[config.mk]
export PLATFORM = sky130hd
export DESIGN_NAME = btn_conditioner
export DESIGN_NICKNAME = d
export VERILOG_FILES = /design/src/rtl/btn_conditioner.sv
export SDC_FILE = /design/constraint.sdc
export NUM_CORES = 1
export LEC_CHECK = 0
export ABC_AREA = 1
export CORE_ASPECT_RATIO = 0.5
export CORE_MARGIN = 3
export CORE_UTILIZATION = 66
export DETAILED_ROUTE_END_ITERATION = 8
export HOLD_SLACK_MARGIN = 0.15
export PLACE_DENSITY = 0.84
export SYNTH_ARGS = -nofsm -noshare
export SYNTH_HDL_FRONTEND = slang
export SYNTH_SLANG_ARGS = --single-unit
[constraint.sdc]
create_clock -name clk -period 2.5 [get_ports clk]
set_input_delay 0.375 -clock clk [delete_from_list [all_inputs] [get_ports clk]]
set_output_delay 0.375 -clock clk [all_outputs]
set_load 0.01 [all_outputs]
[src/rtl/btn_conditioner.sv]
// btn_conditioner: syncs, debounces and pulses the five push-buttons.
// Define BTN_AUTOREPEAT_EN to auto-repeat left/right/down/up while held.
module btn_conditioner #(
   parameter int DEBOUNCE_CYCLES = 1000000,
   parameter int CNT_W           = 20,
   parameter int REPEAT_DELAY    = 50000000,
   parameter int REPEAT_PERIOD   = 20000000
) (
   input  logic       clk,
   input  logic       rst_n,
   input  logic       btn_left,
   input  logic       btn_center,
   input  logic       btn_right,
   input  logic       btn_down,
   input  logic       btn_up,
   output logic       left,
   output logic       center,
   output logic       right,
   output logic       down,
   output logic       up,
   output logic [4:0] held
);

   localparam int N = 5;

   localparam logic [1:0] ST_IDLE       = 2'd0;
   localparam logic [1:0] ST_PRESS_WAIT = 2'd1;
   localparam logic [1:0] ST_HELD       = 2'd2;
   localparam logic [1:0] ST_REL_WAIT   = 2'd3;

   localparam logic [CNT_W-1:0] DB_LAST =
      CNT_W'(DEBOUNCE_CYCLES - 1);

   // Illegal parameter sets elaborate this block (easy to spot).
   if (DEBOUNCE_CYCLES < 2 || REPEAT_PERIOD < 2 ||
       REPEAT_DELAY < 1 || CNT_W < 1) begin : g_bad_cfg
      logic bad_cfg;
      assign bad_cfg = 1'b1;
   end

   logic [N-1:0] raw;
   assign raw = {btn_up, btn_down, btn_right, btn_center, btn_left};

   logic [N-1:0]     sync1_q, sync1_d;
   logic [N-1:0]     sync2_q, sync2_d;
   logic [1:0]       state_q [N];
   logic [1:0]       state_d [N];
   logic [CNT_W-1:0] cnt_q [N];
   logic [CNT_W-1:0] cnt_d [N];
   logic [N-1:0]     pulse_q, pulse_d;
   logic [N-1:0]     held_q, held_d;

`ifdef BTN_AUTOREPEAT_EN
   // Center is fire/select and never repeats.
   localparam logic [N-1:0] RPT_MASK = 5'b11101;
   localparam logic [CNT_W-1:0] DLY_LAST =
      CNT_W'(REPEAT_DELAY - 1);
   localparam logic [CNT_W-1:0] PER_LAST =
      CNT_W'(REPEAT_PERIOD - 1);

   logic [CNT_W-1:0] rcnt_q [N];
   logic [CNT_W-1:0] rcnt_d [N];
   logic [N-1:0]     rphase_q, rphase_d;
`endif

   // Two-flop synchroniser for the asynchronous button pins.
   always_comb begin
      sync1_d = raw;
      sync2_d = sync1_q;
   end

   // Per-button debounce FSM; s = sync2_q.
   always_comb begin
      for (int i = 0; i < N; i++) begin
         state_d[i] = state_q[i];
         cnt_d[i]   = cnt_q[i];
         pulse_d[i] = 1'b0;
`ifdef BTN_AUTOREPEAT_EN
         rcnt_d[i]   = rcnt_q[i];
         rphase_d[i] = rphase_q[i];
`endif
         unique case (state_q[i])
            ST_IDLE: begin
               if (sync2_q[i]) begin
                  state_d[i] = ST_PRESS_WAIT;
                  cnt_d[i]   = '0;
               end
            end
            ST_PRESS_WAIT: begin
               if (!sync2_q[i]) begin
                  state_d[i] = ST_IDLE;
                  cnt_d[i]   = '0;
               end else if (cnt_q[i] == DB_LAST) begin
                  state_d[i] = ST_HELD;
                  cnt_d[i]   = '0;
                  pulse_d[i] = 1'b1;
`ifdef BTN_AUTOREPEAT_EN
                  rcnt_d[i]   = '0;
                  rphase_d[i] = 1'b0;
`endif
               end else begin
                  cnt_d[i] = cnt_q[i] + CNT_W'(1);
               end
            end
            ST_HELD: begin
               if (!sync2_q[i]) begin
                  state_d[i] = ST_REL_WAIT;
                  cnt_d[i]   = '0;
               end
`ifdef BTN_AUTOREPEAT_EN
               else if (RPT_MASK[i]) begin
                  if (rcnt_q[i] ==
                      (rphase_q[i] ? PER_LAST : DLY_LAST)) begin
                     pulse_d[i]  = 1'b1;
                     rcnt_d[i]   = '0;
                     rphase_d[i] = 1'b1;
                  end else begin
                     rcnt_d[i] = rcnt_q[i] + CNT_W'(1);
                  end
               end
`endif
            end
            ST_REL_WAIT: begin
               if (sync2_q[i]) begin
                  state_d[i] = ST_HELD;
               end else if (cnt_q[i] == DB_LAST) begin
                  state_d[i] = ST_IDLE;
                  cnt_d[i]   = '0;
`ifdef BTN_AUTOREPEAT_EN
                  rcnt_d[i]   = '0;
                  rphase_d[i] = 1'b0;
`endif
               end else begin
                  cnt_d[i] = cnt_q[i] + CNT_W'(1);
               end
            end
            default: begin
               state_d[i] = ST_IDLE;
               cnt_d[i]   = '0;
            end
         endcase
         held_d[i] = (state_d[i] == ST_HELD) ||
                     (state_d[i] == ST_REL_WAIT);
      end
   end

   // State, counters and registered outputs.
   always_ff @(posedge clk or negedge rst_n) begin
      if (!rst_n) begin
         sync1_q <= '0;
         sync2_q <= '0;
         pulse_q <= '0;
         held_q  <= '0;
         for (int i = 0; i < N; i++) begin
            state_q[i] <= ST_IDLE;
            cnt_q[i]   <= '0;
         end
`ifdef BTN_AUTOREPEAT_EN
         rphase_q <= '0;
         for (int i = 0; i < N; i++) rcnt_q[i] <= '0;
`endif
      end else begin
         sync1_q <= sync1_d;
         sync2_q <= sync2_d;
         pulse_q <= pulse_d;
         held_q  <= held_d;
         for (int i = 0; i < N; i++) begin
            state_q[i] <= state_d[i];
            cnt_q[i]   <= cnt_d[i];
         end
`ifdef BTN_AUTOREPEAT_EN
         rphase_q <= rphase_d;
         for (int i = 0; i < N; i++) rcnt_q[i] <= rcnt_d[i];
`endif
      end
   end

   assign {up, down, right, center, left} = pulse_q;
   assign held = held_q;

endmodule

== Word-level counts from Yosys, hierarchy flattened ==
Index checks and enable logic that the tools add are counted.
Storage, ports and cells
  register bits: 130
  input bits: 7
  output and inout port bits: 10
  word-level logic and storage cells: 159
Operators by class
  add/sub/neg operators: 5
  eq/ne operators: 45
  mux-type cells: 80
  reduce and logical (&&, ||, !) cells: 15
Operators with widths (count)
  two-way mux 20 bit: 25
  case mux 20 bit (4 select lines): 5
  adder 20 x 1 -> 20 bit (second input constant): 5
  equality test 20 bit (second input constant): 5
  two-way mux 2 bit: 30
  equality test 2 bit (second input constant): 20
  case mux 2 bit (4 select lines): 5
  inequality test 2 bit (second input constant): 15
  two-way mux 1 bit: 15
  AND reduction 3 bit: 5
  equality test 2 x 1 -> 1 bit (second input constant): 5
  logical NOT 2 bit: 5
  logical OR 1 bit: 5

== Longest topological paths before layout ==
Gate-level depths: netlist of run 1.
  depth in word-level cells: 6
  mapped depth: 10
  gate-level depth less buffers: 10

== Worst setup path after synthesis of run 1 ==
No wires, ideal clock.
  path type: register to register
  from: register cnt_q[60] (netlist bit)
  to: register cnt_q[71] (netlist bit)
  library setup time: 0.116 ns
  data arrival time: 1.260 ns
  data required time: 2.384 ns
  slack: 1.123 ns
  stages on the path, launching flop included: 10
  buffers on the path: 1
  period minus slack after synthesis: 1.377 ns
  cell sequence: dfrtp_1 ha_1 nand3_1 nor2_1 nand3_1 nand2_2 nand2_4 inv_4 buf_6 nor2_1
On the way
  longest elaborated chain between the ends: 4
  elaborated cells on any way between the ends: 6
  classes of those cells: add/sub (1); eq/ne (1); mux (4)
Ends and longest elaborated chain
  start, declared: RTL line 48  | logic [CNT_W-1:0] cnt_q [N];
  start signal, assigned by index: RTL line 169  | cnt_q[i] <= cnt_d[i];
  adder 20 x 1 -> 20 bit or equality test 20 bit (tied branches)
  two-way mux 20 bit (*): RTL line 93, 126
  two-way mux 20 bit, on equally long branches: RTL line 124, 90
  case mux 20 bit (4 select lines) (*): RTL line 82  | unique case (state_q[i])
Every way passes the cells marked *; elsewhere a longest branch is shown, timed or not. The select of a mux whose other input is x is not followed.
A chain may end at the register's enable or synchronous reset.

== Worst setup path in the final report of run 1 ==
  from: register cnt_q[41] (netlist bit)
  to: register cnt_q[48] (netlist bit)
Same word-level chain as after synthesis.

==> flow_results.org, run 1 <==
** Layout
- The net count of the finished layout is 1,035.
- Signed area change from the synthesized netlist to the final layout :: 11.2%
- Inserted Diodes :: 0
- Measured on the finished design, the core utilization comes to 77.4%.
- Fraction of layout cells with a size suffix above 1 :: between 10% and 20%

** Logic synthesis
- Post-Syn Area :: 7310 um^2
- After synthesis the netlist holds a flip-flop and latch count of 129.
- The number of nets handed over by synthesis was 1,007.
- Distinct cells, synth :: 32
- Sequential element share of the synthesized area :: 44.1%
- Total number of yosys warnings :: 0
- Gate count after technology mapping :: 995
- Averaged over all synthesized cells, the footprint is 7.35 um^2.

** Clock tree
- Clock-pin slew was measured on the worst setup and hold paths at 60 ps.
- Worst-skew pair later-pin latency :: 420 ps
- TritonCTS built the clock tree.
- Number of buffers on the longest clock path :: 2
- Clock tree synthesis selected as its root buffer the cell sky130_fd_sc_hd__clkbuf_16.
- Number of buffers added by the clock tree synthesis step :: 17
- For this design, the sink count on the clock tree is 129.
- Number of gates resized after cts :: 0
- CTS H-Tree Depth :: 4
- After clock tree synthesis, the flow added hold-fix buffers numbering 1.
- Setup repair bufs after CTS :: 0

** Floorplanning
- For this design the top-level I/O count stands at 17.
- The floorplan step defined a die boundary enclosing 12,500 um^2.
- In this run the horizontal extent of the chip is 155 um.
- Site row count :: 26
- The die is 80.4 um tall.
- In this run the standard cell core region covers between 10,000 and 15,000 um^2.
- Once the floorplan was initialized, standard cells occupied ~70% of the core.

** STA
- Max_slew headroom :: 60.1%
- Max Transition Viols Final :: 0
- Setup repair after global routing missed its margin :: false
- Endpoints failing setup :: 0
- Counting I/O delays and the setup requirement, the final critical path takes around 1800 ps.
- Final critical-path share of the clock period :: roughly 73%
- Pin slew with the least headroom to its limit :: around 600 ps
- Achievable clock frequency :: 549 MHz
- Accumulated negative setup slack :: 0 ps
- On the final layout, the worst clock skew is 7.11 ps.
- Setup ws final :: between 600 and 700 ps
- Count of final hold-check violations :: 0

** Route
- After detailed routing, the average wire length per cell comes to 12.9 um.
- The detailed router finished its first iteration with 465 violations.
- Length of the first detailed-routing pass in iterations :: 5
- The routed design has 15.2 mm of wire.
- Residual antenna-violating net count after detailed routing :: 0
- For this run, design rule violations remaining after detail routing come to 0.
- Via density per instance :: between 5 and 6
- Detailed routing inserted a total of between 6,000 and 7,000 vias.

** Setup path
- Cell family with the largest share of critical-path delay :: simple AND/OR/NAND/NOR gates
- Crit. End Element :: register
- Slowest cell on crit path :: sky130_fd_sc_hd__a21oi_2
- Data on the critical path is required at its endpoint by 2810 ps.
- For the worst setup path, the data arrival time is 2130 ps.
- The worst setup path is launched from a register.
- In this run the worst path has a maximum fanout of 7.
- Setup Crit Path Kind :: register to register
- Counting both buffers and inverters, the worst setup path holds a total of 1.
- Highest cell delay on the worst timing path :: around 410 ps
- Traced cell by cell, the critical path runs through ha_1, nand3_2, nor2_2, nand3_2, a21oi_2, buf_4, nor2_2.

** Power
- VDD sags by at most 0.358 mV.
- Power Dens Cells :: 576 nW/um^2
- For this design the static power due to leakage is about 3.9 nW.

** GRT
- Pin count of the biggest net entering global routing :: 67
- Initial antenna violation count :: 0
- The number of global-route vias before repair is 6,015.
- The first global-routing pass estimated 26.8 mm of wire.
- GRT Residual Overflow :: 0
- For this run, the total global-route usage over all layers was measured as 26.7%.

** Run
- Max-cap violation count :: 0

** Outcome
- Run status :: finished clean

** Placement
- Detailed placement ended at an HPWL of ~10 mm.
- Before CTS, the worst setup slack after placement is 741 ps.
- RD Place Congestion :: just over 0.9
- Count of input and output buffers :: 16

** Hold path
- The path class of the tightest hold or removal check is register to register.
[metrics by stage]
| stage | area [um^2] | power, W | instances | hold WS [ps] |
|---|---|---|---|---|
| after detailed placement | 7560 | 0.00237 | 1143 | 335 |
| after global placement | 7560 | 0.00236 | 1143 | 332 |
| after floorplan | 7310 | 0.00229 | 995 | 79.4 |
| after global routing | 8140 | 0.00485 | 1176 | 356 |
| final | 8140 | 0.00469 | 1176 | 347 |
| after CTS | 8140 | 0.00473 | 1176 | 349 |
[layout by cell type, fill, tap and decap left out, types with 7 or more instances in the layout]
cell                              count
sky130_fd_sc_hd__xor2_1              18
sky130_fd_sc_hd__nor2_4              10
sky130_fd_sc_hd__dfrtp_1            129
sky130_fd_sc_hd__nand3_2              9
sky130_fd_sc_hd__nand2_2             12
sky130_fd_sc_hd__nand3_1             83
sky130_fd_sc_hd__clkdlybuf4s50_1     15
sky130_fd_sc_hd__nand4_1             22
sky130_fd_sc_hd__nand2_4              7
sky130_fd_sc_hd__a21oi_1             17
sky130_fd_sc_hd__inv_1              116
sky130_fd_sc_hd__inv_2                9
sky130_fd_sc_hd__clkbuf_16           17
sky130_fd_sc_hd__o21ai_0             16
sky130_fd_sc_hd__nor3_1              18
sky130_fd_sc_hd__nand2_1            288
sky130_fd_sc_hd__nor2_2              27
sky130_fd_sc_hd__nor2_1             168
[flip-flops by register name (all words and copies together), names as in the netlist]
register	count
sync2_q	5
held	5
state_q	9
cnt_q	100
sync1_q	5
pulse_q	5
[path summary, 6_finish.rpt]
kind	slack [ps]	endpoint	startpoint	depth (start not counted)
worst max-delay path	680	cnt_q[48]	cnt_q[41]	7
worst min-delay path	350	sync2_q[4]	sync1_q[4]	0
worst max register to register	680	cnt_q[48]	cnt_q[41]	7
worst min register to register	350	sync2_q[4]	sync1_q[4]	0
max in group asynchronous	1210	cnt_q[46]	rst_n	3
min in group asynchronous	510	cnt_q[63]	rst_n	2
[routing by layer]
metal,GRT usage [%],routed length (um)
met1,35.1,6940
met2,43.9,7200
met3,5.65,762
met4,10.2,263
met5,0,0
[cell usage after synthesis]
library cell | number | area (um^2)
sky130_fd_sc_hd__inv_1 | 116 | 435
sky130_fd_sc_hd__nand3_2 | 9 | 90.1
sky130_fd_sc_hd__xor2_1 | 18 | 158
sky130_fd_sc_hd__inv_2 | 9 | 33.8
sky130_fd_sc_hd__o21a_1 | 2 | 15.0
sky130_fd_sc_hd__dfrtp_1 | 129 | 3230
sky130_fd_sc_hd__nand3_1 | 83 | 415
sky130_fd_sc_hd__nor3_1 | 18 | 90.1
sky130_fd_sc_hd__a31o_2 | 1 | 8.76
sky130_fd_sc_hd__nor3_2 | 2 | 20.0
sky130_fd_sc_hd__nor2_1 | 168 | 631
sky130_fd_sc_hd__nand4_1 | 22 | 138
sky130_fd_sc_hd__o21ai_0 | 16 | 80.1
sky130_fd_sc_hd__o2111ai_1 | 1 | 8.76
sky130_fd_sc_hd__inv_4 | 3 | 18.8
sky130_fd_sc_hd__xnor2_1 | 6 | 52.6
sky130_fd_sc_hd__a21oi_2 | 1 | 8.76
sky130_fd_sc_hd__a31oi_1 | 2 | 12.5
sky130_fd_sc_hd__ha_1 | 5 | 62.6
sky130_fd_sc_hd__o21bai_1 | 6 | 45.0
sky130_fd_sc_hd__clkinv_1 | 1 | 3.75
sky130_fd_sc_hd__buf_6 | 10 | 113
sky130_fd_sc_hd__nand3b_1 | 1 | 7.51
sky130_fd_sc_hd__or2_2 | 1 | 6.26
sky130_fd_sc_hd__nand2_2 | 12 | 75.1
sky130_fd_sc_hd__a21oi_1 | 17 | 85.1
sky130_fd_sc_hd__nand2_4 | 7 | 78.8
sky130_fd_sc_hd__nand2_1 | 288 | 1080
sky130_fd_sc_hd__buf_4 | 1 | 7.51
sky130_fd_sc_hd__a21o_1 | 3 | 22.5
sky130_fd_sc_hd__nor2_4 | 10 | 113
sky130_fd_sc_hd__nor2_2 | 27 | 169
[final cells by class]
type | count | area, um^2
multi-input cells | 726 | 3470
clock inverters | 15 | 135
fillers | 724 | 2370
well taps | 140 | 175
inverters | 129 | 492
flip-flops and latches | 129 | 3230
clock buffers | 17 | 425
repair buffers | 20 | 206
[cells by family (layout without fill, tap and decap cells)]
kind of cell | Yosys count | in the layout | share of synthesized area, %
adder cells (fa/ha/maj) | 5 | 5 | 0.855
XOR/XNOR | 24 | 24 | 2.87
AO/OA/AOI/OAI | 49 | 49 | 3.92
buffers and inverters | 140 | 181 | 8.37
flip-flops | 129 | 129 | 44.1
AND/OR/NAND/NOR | 648 | 648 | 39.8
[power breakdown]
group          switching (W)  leakage, nW  internal [W]  total, W
logic               0.000149         1.86     0.0000510  0.000200
registers          0.0000188         1.76       0.00211   0.00213
clock network       0.000982        0.274       0.00137   0.00236
total                0.00115         3.89       0.00354   0.00469
No activity file was read; power rests on OpenSTA's default activity.
==> inputs of run 2 (changes only) <==
- CORE_UTILIZATION: 66 -> 63
- PLACE_DENSITY: 0.84 -> 0.81
- clock period: 2.5 -> 1.69 ns (I/O delays scaled with it)
==> flow_results.org, run 2 (synthesis gave the netlist of run 1 again) <==
** Outcome
- Run status :: finished clean (unchanged)

** STA
- The final hold slack came to 271 ps (was 347 ps).
- Max Transition Viols Final :: 0 (unchanged)
- The pin slew with the least headroom to its limit was 404 ps (was 599 ps).
- The final critical delay including setup and external delays is 1580 ps (was 1820 ps).
- Achievable clock frequency :: 633 MHz (was 549 MHz)
- Final critical-path share of the clock period :: 93.5% (was 72.8%)
- The worst setup margin was 111 ps (was 679 ps).
- The tightest slew margin relative to the limit came to 72.9% (was 60.1%).
- Clock skew :: 9.41 ps (was 7.11 ps)
- The hold violation count in the final report is 0 (unchanged).
- Endpoints failing setup :: 0 (unchanged)

** Clock tree
- The master cell of the clock root buffer was sky130_fd_sc_hd__clkbuf_16 (unchanged).
- The clock tree from TritonCTS is built (unchanged).
- CTS clock-pin slew for the worst setup and hold paths :: 60 ps (about the same)
- Number of buffers on the longest clock path :: 2 (unchanged)
- Worst-skew pair later-pin latency :: 420 ps (about the same)
- The clock sink count was 129 (unchanged).
- CTS H-Tree Depth :: 4 (unchanged)
- Number of buffers added by the clock tree synthesis step :: 17 (unchanged)

** Placement
- Number of placed instances, taps included :: 1,151 (was 1,143)
- The number of I/O port buffers was 16 (unchanged).
- RD Place Congestion :: 0.909 (was 0.923)
- Detailed placer's ending HPWL :: 10.7 mm (was 10.2 mm)
- Setup Slack @ Placement :: 132 ps (was 741 ps)

** Setup path
- The signal arrival time at the worst endpoint was 1870 ps (was 2130 ps).
- Setup Crit Path Kind :: register to register (unchanged)
- Crit. End Element :: register (unchanged)
- The maximum fanout along the worst path is 9 (was 7).
- The data required time of the critical path is 1990 ps (was 2810 ps).
- Nature of the critical path startpoint :: register (unchanged)

** Layout
- The post-route core utilization came to 74.5% (was 77.4%).
- The most common cell after layout, fill and taps aside was sky130_fd_sc_hd__nand2_1 (unchanged).
- The final antenna diode count was 0 (unchanged).
- Fraction of layout cells with a size suffix above 1 :: 12.2% (was 11.4%)
- Flip-flop count of the largest register, all copies and words added :: 100 (unchanged)
- Most frequent cells in the layout :: sky130_fd_sc_hd__nand2_1, sky130_fd_sc_hd__nor2_1, sky130_fd_sc_hd__dfrtp_1 (unchanged)
- The filler cell count in the final layout was 789 (was 724).
- The post-layout instance count excluding filler cells came to 1,187 (was 1,176).
- Largest registers :: cnt_q: 100 flops, state_q: 9 flops (unchanged)
- The register containing the most flip-flops in the final layout is cnt_q (unchanged).
- Count of nets after finishing :: 1,041 (was 1,035)
- Signed area change from the synthesized netlist to the final layout :: 13.5% (was 11.2%)

** Floorplanning
- Total die area :: 13,000 um^2 (was 12,500 um^2)
- The count of boundary I/O pins was 17 (unchanged).
- Chip Height :: 82.2 um (was 80.4 um)
- Effective utilization at floorplan :: 65.6% (was 69.6%)
- The width of the die was 158 um (was 155 um).
- Site row count :: 27 (was 26)
- The area of the core is 11,100 um^2 (was 10,500 um^2).

** Route
- Length of the first detailed-routing pass in iterations :: 6 (was 5)
- Violation count after the first detailed-route iteration :: 451 (was 465)
- Residual antenna-violating net count after detailed routing :: 0 (unchanged)
- The detail-routed net length per standard cell came to 13.5 um (was 12.9 um).
- Detailed-route via count :: 6,380 (was 6,360)
- Number of design rule violations left after detail routing :: 0 (unchanged)
- Via density per instance :: 5.37 (was 5.41)
- The wire length after detailed routing came to 16.0 mm (was 15.2 mm).

** Power
- Power Dens Cells :: 877 nW/um^2 (was 576 nW/um^2)
- The largest vdd supply drop came to 0.586 mV (was 0.358 mV).
- The leakage power total came to 3.95 nW (was 3.89 nW).

** GRT
- Pin count of the biggest net entering global routing :: 46 (was 67)
- The number of antenna violations at the first check in global routing was 0 (unchanged).
- Number of global-route vias before repair :: 6,128 (was 6,015)
- The overall fraction of global-route tracks in use was 26.3% (was 26.7%).
- GRT Residual Overflow :: 0 (unchanged)
- The first-pass GRT wire length was 27.3 mm (was 26.8 mm).

** Run
- Max-cap violation count :: 0 (unchanged)

** Hold path
- The type of the tightest min-delay check was primary input to register (was register to register).
[run 2: changes by cell type in the layout (fill, tap and decap cells not counted), sizes merged]
cell | previous run | this run
inv | 132 | 129
bufinv | 1 | 3
clkinv | 9 | 6
clkinvlp | 2 | 3
buf | 4 | 10
clkbuf | 17 | 20
[run 2: timing repair]
action                     CTS  global route
hold endpoints to repair   129             0
buffers inserted             0             3
setup endpoints to repair    0            25
hold buffers                 1             0
gates resized for setup      0             9
[run 2: worst max-delay path, stage by stage, from the launching register on]
cell                      delay (ps)
sky130_fd_sc_hd__dfrtp_1         370
sky130_fd_sc_hd__ha_1            190
sky130_fd_sc_hd__nand3_2         110
sky130_fd_sc_hd__nor2_2          160
sky130_fd_sc_hd__nand3_2         120
sky130_fd_sc_hd__a21oi_2         190
sky130_fd_sc_hd__buf_4           240
sky130_fd_sc_hd__a21oi_1          70
[run 2: final timing paths]
kind | startpoint | to | slack (ps) | cells past startpoint
hold / removal | btn_left | sync1_q[0] | 270 | 1
min in group asynchronous | rst_n | held[4] | 280 | 2
hold reg to reg | sync1_q[2] | sync2_q[2] | 350 | 0
setup reg to reg | cnt_q[41] | cnt_q[50] | 110 | 7
setup / recovery | cnt_q[41] | cnt_q[50] | 110 | 7
max in group asynchronous | rst_n | cnt_q[90] | 870 | 3
[run 2: stage by stage]
stage / total power [W] / setup TNS [ps] / cell area (um^2)
2_1_floorplan: 0.00339 / 0 / 7310
3_5_place_dp: 0.00351 / 0 / 7610
4_1_cts: 0.00730 / 0 / 8230
6_report: 0.00728 / 0 / 8300
5_1_grt: 0.00749 / -10.0 / 8300
3_3_place_gp: 0.00350 / 0 / 7610
[run 2: final cells by class]
type                    count  area (um^2)  area share [%]
multi-input cells         726         3500            42.2
flip-flops and latches    129         3230            38.9
inverters                 129          499            6.01
clock buffers              20          457            5.50
repair buffers             26          277            3.33
well taps                 145          181            2.19
clock inverters            12          158            1.90
[run 2: report_power, final]
part / total [W] / internal, W / leakage [nW] / switching, W
clock network: 0.00381 / 0.00240 / 0.293 / 0.00141
registers: 0.00315 / 0.00313 / 1.76 / 0.0000286
logic: 0.000313 / 0.0000851 / 1.90 / 0.000228
total: 0.00728 / 0.00561 / 3.95 / 0.00166
[run 2: routing by layer]
layer  global-route usage, %  wire length [um]  vias to the layer above
met4                    7.98               289                        0
li1                        -                 -                     3168
met2                    46.3              7820                      159
met1                    33.0              7140                     3016
met5                       0                 0                        -
met3                    5.93               723                       37
==> inputs of run 3 (changes only) <==
- CTS_CLUSTER_SIZE: default -> 20
==> results of run 3 <==
No change in the layout: final DEF, timing and power equal those of run 2.
